--- config.mk ---
export PLATFORM = sky130hd
export DESIGN_NAME = aclk_alarm_sequencer
export DESIGN_NICKNAME = d
export VERILOG_FILES = /design/src/rtl/aclk_pkg.sv /design/src/rtl/aclk_sec_timer.sv /design/src/rtl/aclk_alarm_sequencer.sv
export SDC_FILE = /design/constraint.sdc
export NUM_CORES = 1
export LEC_CHECK = 0
export BUFFER_PORTS_ARGS = -buffer_cell sky130_fd_sc_hd__clkbuf_2
export CORE_AREA = 2 2 67 69
export DETAILED_ROUTE_END_ITERATION = 16
export DIE_AREA = 0 0 69 71
export PLACE_DENSITY_LB_ADDON = 0.08
export SLEW_MARGIN = 20
export SYNTH_ARGS = -nofsm -noshare
export SYNTH_HDL_FRONTEND = slang
export SYNTH_SLANG_ARGS = --single-unit
--- constraint.sdc ---
create_clock -name clk -period 2.25 [get_ports clk]
set_input_delay 0.1125 -clock clk [delete_from_list [all_inputs] [get_ports clk]]
set_output_delay 0.1125 -clock clk [all_outputs]
set_load 0.02 [all_outputs]
--- src/rtl/aclk_pkg.sv ---
// rtl/aclk_pkg.sv - shared alarm-clock constants and sequencer state encodings
package aclk_pkg;

  localparam int TIME_W  = 16;
  localparam int STATE_W = 3;

  // Keypad "no key pressed" code, also decoded by aclk_controller.
  localparam logic [3:0] NO_KEY = 4'b1010;

  localparam logic [STATE_W-1:0] ST_DISARMED = 3'd0;
  localparam logic [STATE_W-1:0] ST_ARMED    = 3'd1;
  localparam logic [STATE_W-1:0] ST_RINGING  = 3'd2;
  localparam logic [STATE_W-1:0] ST_SNOOZE   = 3'd3;
  localparam logic [STATE_W-1:0] ST_DONE     = 3'd4;

endpackage

--- src/rtl/aclk_sec_timer.sv ---
// rtl/aclk_sec_timer.sv - loadable seconds down-counter with zero and expire flags
module aclk_sec_timer #(
  parameter int W = 9
) (
  input  logic         clk,
  input  logic         rst,
  input  logic         clear,
  input  logic         load,
  input  logic [W-1:0] value,
  input  logic         one_second,
  output logic         zero,
  output logic         expire
);

  logic [W-1:0] count;

  // Load wins over a coincident tick, so a freshly loaded value is never shortened.
  always_ff @(posedge clk or posedge rst) begin
    if (rst) begin
      count <= '0;
    end else if (clear) begin
      count <= '0;
    end else if (load) begin
      count <= value;
    end else if (one_second && (count != '0)) begin
      count <= count - W'(1);
    end
  end

  assign zero   = (count == '0);
  assign expire = one_second && (count == W'(1));

endmodule

--- src/rtl/aclk_alarm_sequencer.sv ---
// rtl/aclk_alarm_sequencer.sv - alarm-event sequencer: ring window, snooze limit,
// manual stop and same-minute re-trigger lockout
module aclk_alarm_sequencer
  import aclk_pkg::*;
#(
  parameter int RING_TIMEOUT_S = 60,
  parameter int SNOOZE_S       = 300,
  parameter int MAX_SNOOZES    = 3
) (
  input  logic                               clk,
  input  logic                               rst,
  input  logic                               one_second,
  input  logic [TIME_W-1:0]                  current_time,
  input  logic [TIME_W-1:0]                  alarm_time,
  input  logic                               alarm_enable,
  input  logic                               snooze_button,
  input  logic                               stop_button,
  output logic                               sound,
  output logic                               ringing,
  output logic                               snoozing,
  output logic [$clog2(MAX_SNOOZES+1)-1:0]   snoozes_used
);

  localparam int SU_W  = $clog2(MAX_SNOOZES + 1);
  localparam int T_MAX = (RING_TIMEOUT_S > SNOOZE_S) ? RING_TIMEOUT_S : SNOOZE_S;
  localparam int TW    = $clog2(T_MAX + 1);

  logic [STATE_W-1:0] state, state_next;
  logic               snooze_q, stop_q;
  logic               snz_rise, stp_rise, match;
  logic               beep_phase, beep_next;
  logic [SU_W-1:0]    su_next;
  logic               ring_load, snz_load, tmr_clear;
  logic               ring_zero, ring_expire, snz_zero, snz_expire;
  logic               sound_d, ringing_d, snoozing_d;

  assign match    = (current_time == alarm_time);
  assign snz_rise = snooze_button & ~snooze_q;
  assign stp_rise = stop_button & ~stop_q;

  aclk_sec_timer #(.W(TW)) u_ring_timer (
    .clk        (clk),
    .rst        (rst),
    .clear      (tmr_clear),
    .load       (ring_load),
    .value      (TW'(RING_TIMEOUT_S)),
    .one_second (one_second),
    .zero       (ring_zero),
    .expire     (ring_expire)
  );

  aclk_sec_timer #(.W(TW)) u_snooze_timer (
    .clk        (clk),
    .rst        (rst),
    .clear      (tmr_clear),
    .load       (snz_load),
    .value      (TW'(SNOOZE_S)),
    .one_second (one_second),
    .zero       (snz_zero),
    .expire     (snz_expire)
  );

  always_ff @(posedge clk or posedge rst) begin
    if (rst) begin
      state        <= ST_DISARMED;
      snooze_q     <= 1'b0;
      stop_q       <= 1'b0;
      beep_phase   <= 1'b0;
      snoozes_used <= '0;
      sound        <= 1'b0;
      ringing      <= 1'b0;
      snoozing     <= 1'b0;
    end else begin
      state        <= state_next;
      snooze_q     <= snooze_button;
      stop_q       <= stop_button;
      beep_phase   <= beep_next;
      snoozes_used <= su_next;
      sound        <= sound_d;
      ringing      <= ringing_d;
      snoozing     <= snoozing_d;
    end
  end

  // Branch order encodes priority: disable > stop > snooze > expiry > plain tick.
  always_comb begin
    state_next = state;
    su_next    = snoozes_used;
    beep_next  = beep_phase;
    ring_load  = 1'b0;
    snz_load   = 1'b0;
    tmr_clear  = 1'b0;
    if (!alarm_enable) begin
      state_next = ST_DISARMED;
      su_next    = '0;
      beep_next  = 1'b0;
      tmr_clear  = 1'b1;
    end else begin
      case (state)
        ST_DISARMED: state_next = ST_ARMED;
        ST_ARMED: begin
          if (match) begin
            state_next = ST_RINGING;
            ring_load  = 1'b1;
            beep_next  = 1'b1;
          end
        end
        ST_RINGING: begin
          if (stp_rise) begin
            state_next = ST_DONE;
          end else if (snz_rise && (snoozes_used < SU_W'(MAX_SNOOZES))) begin
            state_next = ST_SNOOZE;
            snz_load   = 1'b1;
            su_next    = snoozes_used + SU_W'(1);
          end else if (ring_expire || ring_zero) begin
            state_next = ST_DONE;
          end else if (one_second) begin
            beep_next = ~beep_phase;
          end
        end
        ST_SNOOZE: begin
          if (stp_rise) begin
            state_next = ST_DONE;
          end else if (snz_expire || snz_zero) begin
            state_next = ST_RINGING;
            ring_load  = 1'b1;
            beep_next  = 1'b1;
          end
        end
        ST_DONE: begin
          // Hold until the matching minute has passed to prevent a re-trigger.
          if (!match) state_next = ST_ARMED;
        end
        default: state_next = ST_DISARMED;
      endcase
      if (state_next == ST_DONE) begin
        su_next   = '0;
        tmr_clear = 1'b1;
      end
    end
  end

  always_comb begin
    ringing_d  = (state_next == ST_RINGING);
    snoozing_d = (state_next == ST_SNOOZE);
    sound_d    = ringing_d & beep_next;
  end

endmodule
==> flow_metrics.env <==
export IMPL_status="complete, no violations"
export IMPL_cts_sinks=29
export IMPL_drv_cap=0
export IMPL_vias=1612
export IMPL_grt_pass1_vias=1622
export IMPL_synth_async_reset_ratio=1.00
export IMPL_port_buffers=42
export IMPL_synth_nets=234
export IMPL_critical_path_peak_fanout=8
export IMPL_utilization=0.562
export IMPL_track_usage=0.180
export IMPL_syn_avg_cell_area_um2=9.74
export IMPL_cts_root_buffer="clkbuf_8"
export IMPL_drive_above_1_share=0.315
export IMPL_vias_per_cell=5.32
export IMPL_grt_setup_unrepaired="true"
export IMPL_reg2reg_setup_slack_ns=0.08
export IMPL_synth_edf_count=0
export IMPL_grt_overflow_total=0
export IMPL_fp_dieW_um=69
export IMPL_max_slew_margin=0.575
export IMPL_numCtsBuffers=5
export IMPL_post_drt_wl_per_cell_um=14.3
export IMPL_slew_violations=0
export IMPL_grt_pass1_wl_um=7120
export IMPL_clk_pin_slew_ns=0.06
export IMPL_r2r_end="u_ring_timer.count[7]"
export IMPL_final_common_cell="clkbuf_2"
export IMPL_cp_startpoint="snoozes_used[1]"
export IMPL_gp_congestion=0.898
export IMPL_critPathRequiredTime_ns=2.43
export IMPL_finalCriticalPeriod_ns=2.17
export IMPL_synthDistinctLibCells=46
export IMPL_syn_area_um2=1840
export IMPL_synth_xor_xnor_area_share=0.166
export IMPL_tritoncts="yes"
export IMPL_synth_top_family_by_area="simple AND/OR/NAND/NOR gates"
export IMPL_antenna_found_initial=0
export IMPL_num_rows=24
export IMPL_hp_class="in -> async"
export IMPL_drtIter0Drc=91
export IMPL_yosys_warnings=0
export IMPL_cts_buffer_depth=2
export IMPL_power_leakage_nw=1.10
export IMPL_dr_pass1_iters=4
export IMPL_cts_htree_levels=2
export IMPL_power_mw=2.67
export IMPL_place_ws_ns=-0.0860
export IMPL_fin_ws_ns=0.0845
export IMPL_cp_end_kind="flop"
export IMPL_arrival_ns=2.34
export IMPL_critical_path_buf_inv_count=0
export IMPL_die_h_um=71
export IMPL_layout_common_cells="42 x clkbuf_2, 29 x dfrtp_1, 27 x xnor2_1"
export IMPL_fmax_mhz=462
export IMPL_hold_violations=0
export IMPL_path_cells="ha_1 > or3b_4 > and4b_1 > a22o_1 > a211o_4 > nor4_2"
export IMPL_synth_cells=189
export IMPL_drc=0
export IMPL_ys_seq_elements=29
export IMPL_synth_compound_area_frac=0.107
export IMPL_p_per_area_nw_per_um2=1130
export IMPL_n_antenna_cell=0
export IMPL_synthMuxAreaShare=0.00543
export IMPL_startpoint_type="flop"
export IMPL_r2r_cells=6
export IMPL_totalWireLength_um=4330
export IMPL_setup_viol=0
export IMPL_fp_dieArea_um2=4900
export IMPL_slowest_stage="dfrtp_1"
export IMPL_syn_to_final_growth_pct=28.3
export IMPL_crit_family="simple AND/OR/NAND/NOR gates"
export IMPL_yosys_area_share_simple=0.243
export IMPL_ys_seq_area_frac=0.394
export IMPL_worst_pin_slew_ns=0.629
export IMPL_ios=43
export IMPL_rr_startpoint="snoozes_used[1]"
export IMPL_start_util=0.438
export IMPL_nNetsFinal=295
export IMPL_fin_crit_sh=0.962
export IMPL_synth_fa_ha_area_frac=0.0476
export IMPL_peakVddDrop_mv=0.741
export IMPL_core_um2=4200
export IMPL_final_setup_skew_ns=0.00409
export IMPL_path_class="reg -> reg"
export IMPL_grt_max_degree=28
export IMPL_max_stage_delay_ns=0.40
export IMPL_cp_depth=6
export IMPL_synth_ff_type="dfrtp_1"
export IMPL_dp_hpwl_um=3230
export IMPL_antenna_left=0
export IMPL_clkLatencyLatePin_ns=0.28
export IMPL_fin_hold_ws_ns=0.219
## kinds of logic (layout without fill, tap and decap cells)
kind of cell             Yosys count  in the layout
AND/OR/NAND/NOR                   73             73
XOR/XNOR                          35             35
AO/OA/AOI/OAI                     29             30
flip-flops                        29             29
buffers and inverters             15             76
adder cells (fa/ha/maj)            7              7
multiplexers                       1              1
## through the flow
| step | std cells | cell area, um2 | setup TNS, ns |
|---|---|---|---|
| 6_report | 303 | 2360 | 0 |
| 5_1_grt | 303 | 2360 | -0.0337 |
| 4_1_cts | 299 | 2300 | 0 |
| 3_5_place_dp | 288 | 2160 | -0.261 |
| 3_3_place_gp | 288 | 2160 | 0 |
| 2_1_floorplan | 189 | 1840 | 0 |
## worst max-delay path by stage
stage | end | slack, ns
floorplan | u_ring_timer.count[1] | 0.08
global placement | u_ring_timer.count[7] | 0.05
detailed placement | u_ring_timer.count[7] | -0.09
CTS | u_ring_timer.count[5] | 0.01
global route | u_ring_timer.count[7] | -0.01
finish | u_ring_timer.count[7] | 0.08
## worst min-delay path: stages
cell and delay [ns]:
dlygate4sd3_1 0.53, clkbuf_2 0.10, inv_1 0.09
## routing by layer
metal  vias to the layer above  track usage  wire [um]
li1                        803            -          -
met1                       752        0.225       1920
met2                        50        0.306       2160
met3                         7       0.0413        173
met4                         0       0.0675         71
met5                         -            0          0
## cells in the mapped netlist (2+ instances only)
| cell type | instances | area [um2] |
|---|---|---|
| a21oi_1 | 10 | 50.1 |
| a31oi_1 | 5 | 31.3 |
| and2_1 | 2 | 12.5 |
| clkbuf_1 | 2 | 7.51 |
| dfrtp_1 | 29 | 726 |
| ha_1 | 7 | 87.6 |
| inv_1 | 11 | 41.3 |
| nand2_1 | 7 | 26.3 |
| nand3_1 | 5 | 25.0 |
| nand4_1 | 6 | 37.5 |
| nor2_1 | 17 | 63.8 |
| nor2b_1 | 3 | 18.8 |
| nor3_1 | 5 | 25.0 |
| nor3b_1 | 4 | 30.0 |
| nor4_1 | 9 | 56.3 |
| o211ai_1 | 2 | 15.0 |
| o21ai_0 | 2 | 10.0 |
| or4_4 | 2 | 22.5 |
| xnor2_1 | 27 | 236 |
| xor2_1 | 8 | 70.1 |
## layout make-up
class	count	area, um2
Fill cell	371	1840
Inverter	11	41.3
Sequential cell	29	726
Timing Repair Buffer	57	330
Clock buffer	7	96.3
Clock inverter	1	5.00
Tap cell	52	65.1
Multi-Input combinational cell	146	1100
## power by group
| part | switching (mW) | leakage [nW] | internal (mW) |
|---|---|---|---|
| sequential | 0.157 | 0.389 | 0.662 |
| combinational | 0.674 | 0.656 | 0.712 |
| clock | 0.190 | 0.0542 | 0.276 |
| total | 1.02 | 1.10 | 1.65 |
## registers in the layout, summed over array words and instances, names as in the netlist
signal	cells
u_ring_timer.count	9
u_snooze_timer.count	9
state	3
snoozes_used	2
beep_phase	1
ringing	1
snooze_q	1
snoozing	1
sound	1
stop_q	1
## timing repair
action                                 4_1_cts  5_1_grt
gates cloned                                 0        1
pin swaps                                    0        1
endpoints found under the hold margin       31        0
setup buffers                                0        3
resized for setup                            2        7
setup endpoints to repair                   11       10
hold buffers                                 3        0
Note: power is estimated with default switching activity, not from simulation.
